==> src/rtl/play_timer_pkg.sv <==
// Shared types and helpers for the play_timer elapsed-time counter.
// PLAY_TIMER_LOAD_EN enables the preset-load path that uses bcd_to_sec.
package play_timer_pkg;

  typedef logic [3:0] bcd_digit_t;

  localparam bcd_digit_t SEC_TENS_MAX = 4'd5;
  localparam bcd_digit_t DIGIT_MAX    = 4'd9;

  // mm:ss in BCD to binary seconds; x10 = x8 + x2 and x60 = x32 + x16 + x8 + x4.
  function automatic logic [15:0] bcd_to_sec(input logic [7:0] min_bcd,
                                             input logic [7:0] sec_bcd);
    logic [15:0] m;
    logic [15:0] s;
    m = ({12'd0, min_bcd[7:4]} << 3) + ({12'd0, min_bcd[7:4]} << 1) + {12'd0, min_bcd[3:0]};
    s = ({12'd0, sec_bcd[7:4]} << 3) + ({12'd0, sec_bcd[7:4]} << 1) + {12'd0, sec_bcd[3:0]};
    return (m << 5) + (m << 4) + (m << 3) + (m << 2) + s;
  endfunction

endpackage

==> src/rtl/play_timer_if.sv <==
// Control and time-display bundle between the player UI and play_timer.
// PLAY_TIMER_LOAD_EN adds the preset-load signals.
interface play_timer_if #(
  parameter int unsigned SEC_WIDTH = 16
);
  logic                 run;
  logic                 clear;
`ifdef PLAY_TIMER_LOAD_EN
  logic                 load;
  logic [7:0]           load_min_bcd;
  logic [7:0]           load_sec_bcd;
`endif
  logic [SEC_WIDTH-1:0] Time;
  logic [7:0]           sec_bcd;
  logic [7:0]           min_bcd;
  logic                 sec_tick;
  logic                 ovf;

  modport master (
    output run, clear,
`ifdef PLAY_TIMER_LOAD_EN
    output load, load_min_bcd, load_sec_bcd,
`endif
    input  Time, sec_bcd, min_bcd, sec_tick, ovf
  );

  modport slave (
    input  run, clear,
`ifdef PLAY_TIMER_LOAD_EN
    input  load, load_min_bcd, load_sec_bcd,
`endif
    output Time, sec_bcd, min_bcd, sec_tick, ovf
  );
endinterface

==> src/rtl/bcd_digit_cnt.sv <==
// Single BCD digit counter with clear, load and enable; wraps to 0 after MaxVal.
// carry is high when enabled at MaxVal, feeding the next digit's enable.
module bcd_digit_cnt
  import play_timer_pkg::*;
#(
  parameter bcd_digit_t MaxVal = DIGIT_MAX
) (
  input  logic       CLK,
  input  logic       RST,
  input  logic       clr,
  input  logic       ld,
  input  bcd_digit_t ld_val,
  input  logic       en,
  output bcd_digit_t digit,
  output logic       carry
);

  bcd_digit_t digit_q;

  always_ff @(posedge CLK) begin
    if (!RST) begin
      digit_q <= '0;
    end else if (clr) begin
      digit_q <= '0;
    end else if (ld) begin
      digit_q <= ld_val;
    end else if (en) begin
      digit_q <= (digit_q == MaxVal) ? '0 : digit_q + 4'd1;
    end
  end

  assign digit = digit_q;
  assign carry = en && (digit_q == MaxVal);

endmodule

==> src/rtl/play_timer.sv <==
// Playback elapsed-time counter: prescaler, saturating binary seconds, BCD mm:ss.
// Define PLAY_TIMER_LOAD_EN to add the mm:ss preset-load path.
module play_timer
  import play_timer_pkg::*;
#(
  parameter int unsigned CLK_FREQ_HZ = 100000000,
  parameter int unsigned SEC_WIDTH   = 16,
  parameter int unsigned MAX_MINUTES = 99
) (
  input logic          CLK,
  input logic          RST,
  play_timer_if.slave  bus
);

  localparam int unsigned        PreW       = $clog2(CLK_FREQ_HZ);
  localparam logic [PreW-1:0]    PreMax     = PreW'(CLK_FREQ_HZ - 1);
  localparam logic [7:0]         MaxMinBcd  = 8'(((MAX_MINUTES / 10) << 4) | (MAX_MINUTES % 10));

  logic [PreW-1:0]      pre_q;
  logic [SEC_WIDTH-1:0] time_q;
  logic                 tick_q;
  logic                 ovf_q;

  logic                 load;
  logic [7:0]           ld_min;
  logic [7:0]           ld_sec;
  logic [SEC_WIDTH-1:0] ld_time;

`ifdef PLAY_TIMER_LOAD_EN
  logic sec_ok;
  logic min_ok;

  assign load   = bus.load;
  assign sec_ok = (bus.load_sec_bcd[7:4] <= SEC_TENS_MAX) && (bus.load_sec_bcd[3:0] <= DIGIT_MAX);
  assign min_ok = (bus.load_min_bcd[7:4] <= DIGIT_MAX) && (bus.load_min_bcd[3:0] <= DIGIT_MAX) &&
                  (bus.load_min_bcd <= MaxMinBcd);
  assign ld_sec  = sec_ok ? bus.load_sec_bcd : 8'h59;
  assign ld_min  = min_ok ? bus.load_min_bcd : MaxMinBcd;
  assign ld_time = SEC_WIDTH'(bcd_to_sec(ld_min, ld_sec));
`else
  assign load    = 1'b0;
  assign ld_min  = '0;
  assign ld_sec  = '0;
  assign ld_time = '0;
`endif

  bcd_digit_t sec_lo, sec_hi, min_lo, min_hi;
  logic       c_sec_lo, c_sec_hi, c_min_lo, c_min_hi;
  logic       evt;
  logic       disp_sat;
  logic       time_sat;

  assign evt      = bus.run && (pre_q == PreMax);
  assign disp_sat = ({min_hi, min_lo} == MaxMinBcd) && ({sec_hi, sec_lo} == 8'h59);
  assign time_sat = &time_q;

  // Saturation gate: once the display shows MAX:59 the digit chain stops advancing.
  bcd_digit_cnt #(.MaxVal(DIGIT_MAX)) u_sec_lo (
    .CLK(CLK), .RST(RST), .clr(bus.clear), .ld(load), .ld_val(ld_sec[3:0]),
    .en(evt && !disp_sat), .digit(sec_lo), .carry(c_sec_lo)
  );

  bcd_digit_cnt #(.MaxVal(SEC_TENS_MAX)) u_sec_hi (
    .CLK(CLK), .RST(RST), .clr(bus.clear), .ld(load), .ld_val(ld_sec[7:4]),
    .en(c_sec_lo), .digit(sec_hi), .carry(c_sec_hi)
  );

  bcd_digit_cnt #(.MaxVal(DIGIT_MAX)) u_min_lo (
    .CLK(CLK), .RST(RST), .clr(bus.clear), .ld(load), .ld_val(ld_min[3:0]),
    .en(c_sec_hi), .digit(min_lo), .carry(c_min_lo)
  );

  bcd_digit_cnt #(.MaxVal(DIGIT_MAX)) u_min_hi (
    .CLK(CLK), .RST(RST), .clr(bus.clear), .ld(load), .ld_val(ld_min[7:4]),
    .en(c_min_lo), .digit(min_hi), .carry(c_min_hi)
  );

  always_ff @(posedge CLK) begin
    if (!RST) begin
      pre_q  <= '0;
      time_q <= '0;
      tick_q <= 1'b0;
      ovf_q  <= 1'b0;
    end else if (bus.clear) begin
      pre_q  <= '0;
      time_q <= '0;
      tick_q <= 1'b0;
      ovf_q  <= 1'b0;
    end else if (load) begin
      pre_q  <= '0;
      time_q <= ld_time;
      tick_q <= 1'b0;
      ovf_q  <= 1'b0;
    end else begin
      tick_q <= 1'b0;
      if (bus.run) begin
        if (pre_q == PreMax) begin
          pre_q  <= '0;
          tick_q <= 1'b1;
          if (!time_sat) begin
            time_q <= time_q + 1'b1;
          end
          if (time_sat || disp_sat) begin
            ovf_q <= 1'b1;
          end
        end else begin
          pre_q <= pre_q + 1'b1;
        end
      end
    end
  end

  assign bus.Time     = time_q;
  assign bus.sec_bcd  = {sec_hi, sec_lo};
  assign bus.min_bcd  = {min_hi, min_lo};
  assign bus.sec_tick = tick_q;
  assign bus.ovf      = ovf_q;

  // The top minute digit never wraps (saturation stops it first), so its carry is unused.
  logic unused_carry;
  assign unused_carry = c_min_hi;

endmodule

==> src/flat_wrapper.sv <==
// flat-port wrapper written by rule: the top's interface ports become plain ports
module play_timer_flat import play_timer_pkg::*;
#(
  parameter int unsigned CLK_FREQ_HZ = 100000000,
  parameter int unsigned SEC_WIDTH   = 16,
  parameter int unsigned MAX_MINUTES = 99
)
  (CLK, RST, bus_run, bus_clear, bus_Time, bus_sec_bcd, bus_min_bcd, bus_sec_tick, bus_ovf);
  play_timer_if #(.SEC_WIDTH(SEC_WIDTH)) bus_i ();
  input logic CLK;
  input logic RST;
  input wire logic [$bits(bus_i.run)-1:0] bus_run;
  input wire logic [$bits(bus_i.clear)-1:0] bus_clear;
  output wire logic [$bits(bus_i.Time)-1:0] bus_Time;
  output wire logic [$bits(bus_i.sec_bcd)-1:0] bus_sec_bcd;
  output wire logic [$bits(bus_i.min_bcd)-1:0] bus_min_bcd;
  output wire logic [$bits(bus_i.sec_tick)-1:0] bus_sec_tick;
  output wire logic [$bits(bus_i.ovf)-1:0] bus_ovf;
  assign bus_i.run = bus_run;
  assign bus_i.clear = bus_clear;
  assign bus_Time = bus_i.Time;
  assign bus_sec_bcd = bus_i.sec_bcd;
  assign bus_min_bcd = bus_i.min_bcd;
  assign bus_sec_tick = bus_i.sec_tick;
  assign bus_ovf = bus_i.ovf;
  play_timer #(.CLK_FREQ_HZ(CLK_FREQ_HZ), .SEC_WIDTH(SEC_WIDTH), .MAX_MINUTES(MAX_MINUTES)) u_core (.CLK(CLK), .RST(RST), .bus(bus_i));
endmodule
==> config.mk <==
export PLATFORM = sky130hd
export DESIGN_NAME = play_timer_flat
export DESIGN_NICKNAME = d
export VERILOG_FILES = /design/src/rtl/play_timer_pkg.sv /design/src/rtl/play_timer_if.sv /design/src/rtl/bcd_digit_cnt.sv /design/src/rtl/play_timer.sv /design/src/flat_wrapper.sv
export SDC_FILE = /design/constraint.sdc
export NUM_CORES = 1
export LEC_CHECK = 0
export ABC_AREA = 1
export CORE_UTILIZATION = 55
export DETAILED_ROUTE_END_ITERATION = 10
export PLACE_DENSITY = 0.78
export SETUP_SLACK_MARGIN = 0.02
export SYNTH_ARGS = -nofsm -noshare
export SYNTH_HDL_FRONTEND = slang
export SYNTH_SLANG_ARGS = --single-unit
==> constraint.sdc <==
create_clock -name CLK -period 1.95 [get_ports CLK]
set_input_delay 0.39 -clock CLK [delete_from_list [all_inputs] [get_ports CLK]]
set_output_delay 0.39 -clock CLK [all_outputs]
set_load 0.1 [all_outputs]
==> impl_metrics.prom <==
# TYPE chip_impl_metric gauge
chip_impl_metric{name="grtUsageTotal",unit="%"} 27.76
chip_impl_info{name="critical_path.slowest_cell",value="sky130_fd_sc_hd__dfxtp_4"} 1
chip_impl_metric{name="top_level_ports",unit=""} 38
chip_impl_metric{name="min_period_over_period",unit="%"} 90.25
chip_impl_metric{name="die_w",unit="µm"} 82.45
chip_impl_metric{name="power.density",unit="nW/µm²"} 533.3
chip_impl_info{name="synth_top_flop_cell",value="sky130_fd_sc_hd__dfxtp_1"} 1
chip_impl_info{name="setup_cp_type",value="reg -> reg"} 1
chip_impl_metric{name="first_global_vias",unit=""} 3137
chip_impl_metric{name="per_instance_average_area_after_synthesis",unit="µm²"} 6.592
chip_impl_metric{name="rd_place_congestion",unit=""} 0.9669
chip_impl_metric{name="maxSlewViolCount",unit=""} 0
chip_impl_metric{name="clk-insertion-delay-late",unit="ns"} 0.33
chip_impl_metric{name="coreArea",unit="µm²"} 6096
chip_impl_metric{name="layout-drive-gt1-share",unit="%"} 24.63
chip_impl_metric{name="postSynthCellCount",unit=""} 540
chip_impl_metric{name="max-clock-path-buffers",unit=""} 2
chip_impl_metric{name="cts_sinks",unit=""} 61
chip_impl_metric{name="route.vias.total",unit=""} 3576
chip_impl_info{name="path_cells",value="ha_1 > nand2_1 > nor2_1 > nand4_1 > nor2_1 > nor2_1 > nand2_2 > clkinv_2 > nand2_1 > a21oi_1"} 1
chip_impl_metric{name="detail-route-antenna-nets",unit=""} 0
chip_impl_metric{name="ys_ff_latch",unit=""} 61
chip_impl_metric{name="critical-path-max-stage-delay",unit="ns"} 0.36
chip_impl_info{name="hold_path_class",value="reg -> reg"} 1
chip_impl_metric{name="initial_core_util",unit="%"} 58.39
chip_impl_info{name="worstHoldEndpoint",value="u_core.u_min_lo.digit[0]$_SDFFE_PP0P_"} 1
chip_impl_metric{name="power.leakage",unit="µW"} 0.001632
chip_impl_metric{name="drt-wirelength-per-cell",unit="µm"} 12.59
chip_impl_metric{name="synth_fp_nets",unit=""} 546
chip_impl_metric{name="synth_enable_flop_cells",unit=""} 0
chip_impl_metric{name="nets",unit=""} 607
chip_impl_info{name="r2r-end",value="u_core.bus.Time[15]$_SDFFE_PP0P_"} 1
chip_impl_metric{name="post_synth_num_cell_types",unit=""} 35
chip_impl_metric{name="required",unit="ns"} 2.17
chip_impl_info{name="setup.worst_path.end_class",value="flop"} 1
chip_impl_info{name="rsz0062_at_grt",value="false"} 1
chip_impl_metric{name="post_cts.resized_instances",unit=""} 0
chip_impl_metric{name="number_of_warnings_printed_during_yosys_synthesis",unit=""} 0
chip_impl_metric{name="max-vdd-ir-drop",unit="mV"} 0.4721
chip_impl_metric{name="floorplan.rows",unit=""} 28
chip_impl_metric{name="globalRoute.totalOverflow",unit=""} 0
chip_impl_info{name="worst_setup_path_start_kind",value="flop"} 1
chip_impl_metric{name="grt_pass1_wl",unit="µm"} 14240
chip_impl_metric{name="async_flop_share",unit="%"} 0
chip_impl_metric{name="cts-buffers-inserted",unit=""} 9
chip_impl_metric{name="die_height",unit="µm"} 82.45
chip_impl_metric{name="final_core_util",unit="%"} 69.95
chip_impl_metric{name="crit_path_max_fanout",unit=""} 12
chip_impl_metric{name="fmax",unit="GHz"} 0.5682
chip_impl_metric{name="numPortBuffers",unit=""} 37
chip_impl_info{name="result_of_the_run",value="finished, final reports clean"} 1
chip_impl_metric{name="whs_path_depth",unit=""} 2
chip_impl_info{name="cp_common_cell",value="sky130_fd_sc_hd__nor2_1"} 1
chip_impl_metric{name="ys_seq_area_share",unit="%"} 34.31
chip_impl_metric{name="cts_hold_buffers",unit=""} 0
chip_impl_metric{name="routed_via_density",unit=""} 5.259
chip_impl_metric{name="tightestPinTransition",unit="ns"} 0.3137
chip_impl_metric{name="number_of_max_capacitance_violations_reported",unit=""} 0
chip_impl_metric{name="die-area",unit="µm²"} 6798
chip_impl_info{name="min-delay-start",value="u_core.u_min_lo.digit[0]$_SDFFE_PP0P_"} 1
chip_impl_metric{name="clk_pin_slew",unit="ns"} 0.07
chip_impl_info{name="root_buffer",value="sky130_fd_sc_hd__clkbuf_8"} 1
chip_impl_metric{name="dpl.hpwl",unit="µm"} 6538
chip_impl_metric{name="final-instance-count-excl-fill",unit=""} 680
chip_impl_metric{name="worstPathArrival",unit="ns"} 1.98
chip_impl_metric{name="postRouteWirelength",unit="µm"} 8563
chip_impl_metric{name="number_of_antenna_violations_at_the_first_check_in_global_routing",unit=""} 0
chip_impl_metric{name="slew-limit-headroom",unit="%"} 78.93
chip_impl_metric{name="synth_area",unit="µm²"} 3560
chip_impl_metric{name="route.detailed.drc",unit=""} 0
chip_impl_metric{name="rrSetupSlack",unit="ns"} 0.19
chip_impl_metric{name="drt_iter0_markers",unit=""} 225
chip_impl_metric{name="finalSetupViolCount",unit=""} 0
chip_impl_metric{name="final_period_minus_worst_setup_slack",unit="ns"} 1.760
chip_impl_metric{name="dp_cells",unit=""} 665
chip_impl_info{name="critical_path.reg2reg.startpoint",value="u_core.bus.Time[0]$_SDFFE_PP0P_"} 1
chip_impl_metric{name="finClkSkew",unit="ns"} 0.007434
chip_impl_metric{name="worst_r2r_path_depth",unit=""} 10
chip_impl_info{name="tritoncts",value="yes"} 1
chip_impl_metric{name="grt_start_max_net_pins",unit=""} 15
chip_impl_metric{name="cts_post_setup_buffers_inserted",unit=""} 0
chip_impl_metric{name="drt_pre_antenna_iters",unit=""} 5
chip_impl_metric{name="antenna_diode_count",unit=""} 0
chip_impl_metric{name="areaGrowthSynthToFinish",unit="%"} 19.79
chip_impl_metric{name="finalHoldViolations",unit=""} 0
chip_impl_metric{name="h-tree-depth",unit=""} 3
## cell families (layout without fill, tap and decap cells)
group | after synthesis | after routing | synth area share [%]
adders and majority gates | 2 | 2 | 0.7029
DFF | 61 | 61 | 34.31
AOI/OAI and AO/OA | 56 | 56 | 9.349
buffers and inverters | 84 | 149 | 9.631
and+or+nand+nor | 317 | 317 | 41.09
xor gates and xnor gates | 20 | 20 | 4.921
## worst max path at each step
stage	start	end	depth (start not counted)
6_report	u_core.bus.Time[0]$_SDFFE_PP0P_	u_core.bus.Time[15]$_SDFFE_PP0P_	10
5_1_grt	u_core.bus.Time[0]$_SDFFE_PP0P_	u_core.bus.Time[1]$_SDFFE_PP0P_	10
4_1_cts	u_core.bus.Time[0]$_SDFFE_PP0P_	u_core.bus.Time[15]$_SDFFE_PP0P_	10
3_5_place_dp	bus_run	u_core.pre_q[26]$_SDFFE_PP0P_	11
3_3_place_gp	bus_run	u_core.pre_q[26]$_SDFFE_PP0P_	11
2_1_floorplan	u_core.u_sec_hi.digit[1]$_SDFFE_PP0P_	u_core.u_sec_hi.digit[3]$_SDFFE_PP0P_	9
## power breakdown
part           internal (µW)  leakage, µW  switching [µW]  total, µW
Sequential              1240     0.000506            2.28       1250
Combinational           30.4      0.00104            41.2       71.6
Clock                    486    0.0000833             469        956
Total                   1760      0.00163             513       2270
## final cells by class
class | count | area [µm²]
multi-input combinational | 395 | 1996
fill | 530 | 1832
sequential | 61 | 1261
timing repair buffer | 58 | 467.9
inverter | 76 | 286.5
clock buffer | 13 | 148.9
tap | 75 | 93.84
clock inverter | 2 | 10.01
## sequential cells by signal (all words and copies together), names as in the netlist
signal and count:
u_core.bus.Time 16, u_core.bus.ovf 1, u_core.bus.sec_tick 1, u_core.pre_q 27, u_core.u_min_hi.digit 4, u_core.u_min_lo.digit 4
u_core.u_sec_hi.digit 4, u_core.u_sec_lo.digit 4
## cell usage after synthesis, types with 3 or more instances
cell type                  count  share of area (%)
sky130_fd_sc_hd__nor2_4        7                2.2
sky130_fd_sc_hd__o21ai_1       3               0.42
sky130_fd_sc_hd__nor3_1       17                2.4
sky130_fd_sc_hd__clkbuf_1      4               0.42
sky130_fd_sc_hd__a21oi_2      10                2.5
sky130_fd_sc_hd__inv_1        69                7.3
sky130_fd_sc_hd__nand2_1     124                 13
sky130_fd_sc_hd__inv_2         3               0.32
sky130_fd_sc_hd__nor2_1       85                9.0
sky130_fd_sc_hd__nand3_1      27                3.8
sky130_fd_sc_hd__o21ai_0      10                1.4
sky130_fd_sc_hd__dfxtp_1      61                 34
sky130_fd_sc_hd__nor2_2        8                1.4
sky130_fd_sc_hd__nor3b_1       3               0.63
sky130_fd_sc_hd__clkinv_1      3               0.32
sky130_fd_sc_hd__nand2_2      21                3.7
sky130_fd_sc_hd__o21a_1        3               0.63
sky130_fd_sc_hd__nand4_1      18                3.2
sky130_fd_sc_hd__xor2_1       15                3.7
sky130_fd_sc_hd__xnor2_1       5                1.2
sky130_fd_sc_hd__a21oi_1      26                3.7
## worst max-delay path, delay by kind of cell, from the launching register on
family | cells | cell delay [ns]
and+or+nand+nor | 7 | 0.82
DFF | 1 | 0.36
buffers and inverters | 1 | 0.22
adders and majority gates | 1 | 0.20
AOI/OAI and AO/OA | 1 | 0.06
## placed cells by master (no fill, tap or decap), drive strengths merged
cell type / netlist / routed
clkbuf: 4 / 13
dfxtp: 61 / 61
nor2: 100 / 100
nand3: 29 / 29
clkinv: 4 / 6
a31oi: 2 / 2
o21a: 3 / 3
a21oi: 36 / 36
clkdlybuf4s50: 0 / 3
xnor2: 5 / 5
o21ai: 13 / 13
nor4: 1 / 1
o22ai: 1 / 1
inv: 72 / 72
buf: 4 / 55
a22o: 1 / 1
nand2: 145 / 145
and3: 1 / 1
xor2: 15 / 15
ha: 2 / 2
nand3b: 1 / 1
nor3b: 3 / 3
nand4: 19 / 19
nor3: 18 / 18
## stage by stage
step / hold slack, ns / setup WS [ns] / setup TNS [ns] / instance area (µm²) / power (µW)
2_1_floorplan: 0.4569 / 0.02959 / 0 / 3600 / 1310
3_3_place_gp: 0.4622 / 0.01633 / 0 / 4105 / 1345
3_5_place_dp: 0.4661 / -0.05317 / -0.05931 / 4105 / 1346
4_1_cts: 0.4754 / 0.1920 / 0 / 4264 / 2295
5_1_grt: 0.4927 / 0.02782 / 0 / 4264 / 2352
6_report: 0.4736 / 0.1901 / 0 / 4264 / 2274
## metal layers
layer,wire [µm],GRT usage (%),share of wire (%)
met5,0,0,0
met4,85,9.298,0.99
met3,504,4.396,5.9
met2,3760,41.90,44
met1,4213,39.89,49
No activity file was read; power rests on OpenSTA's default activity.
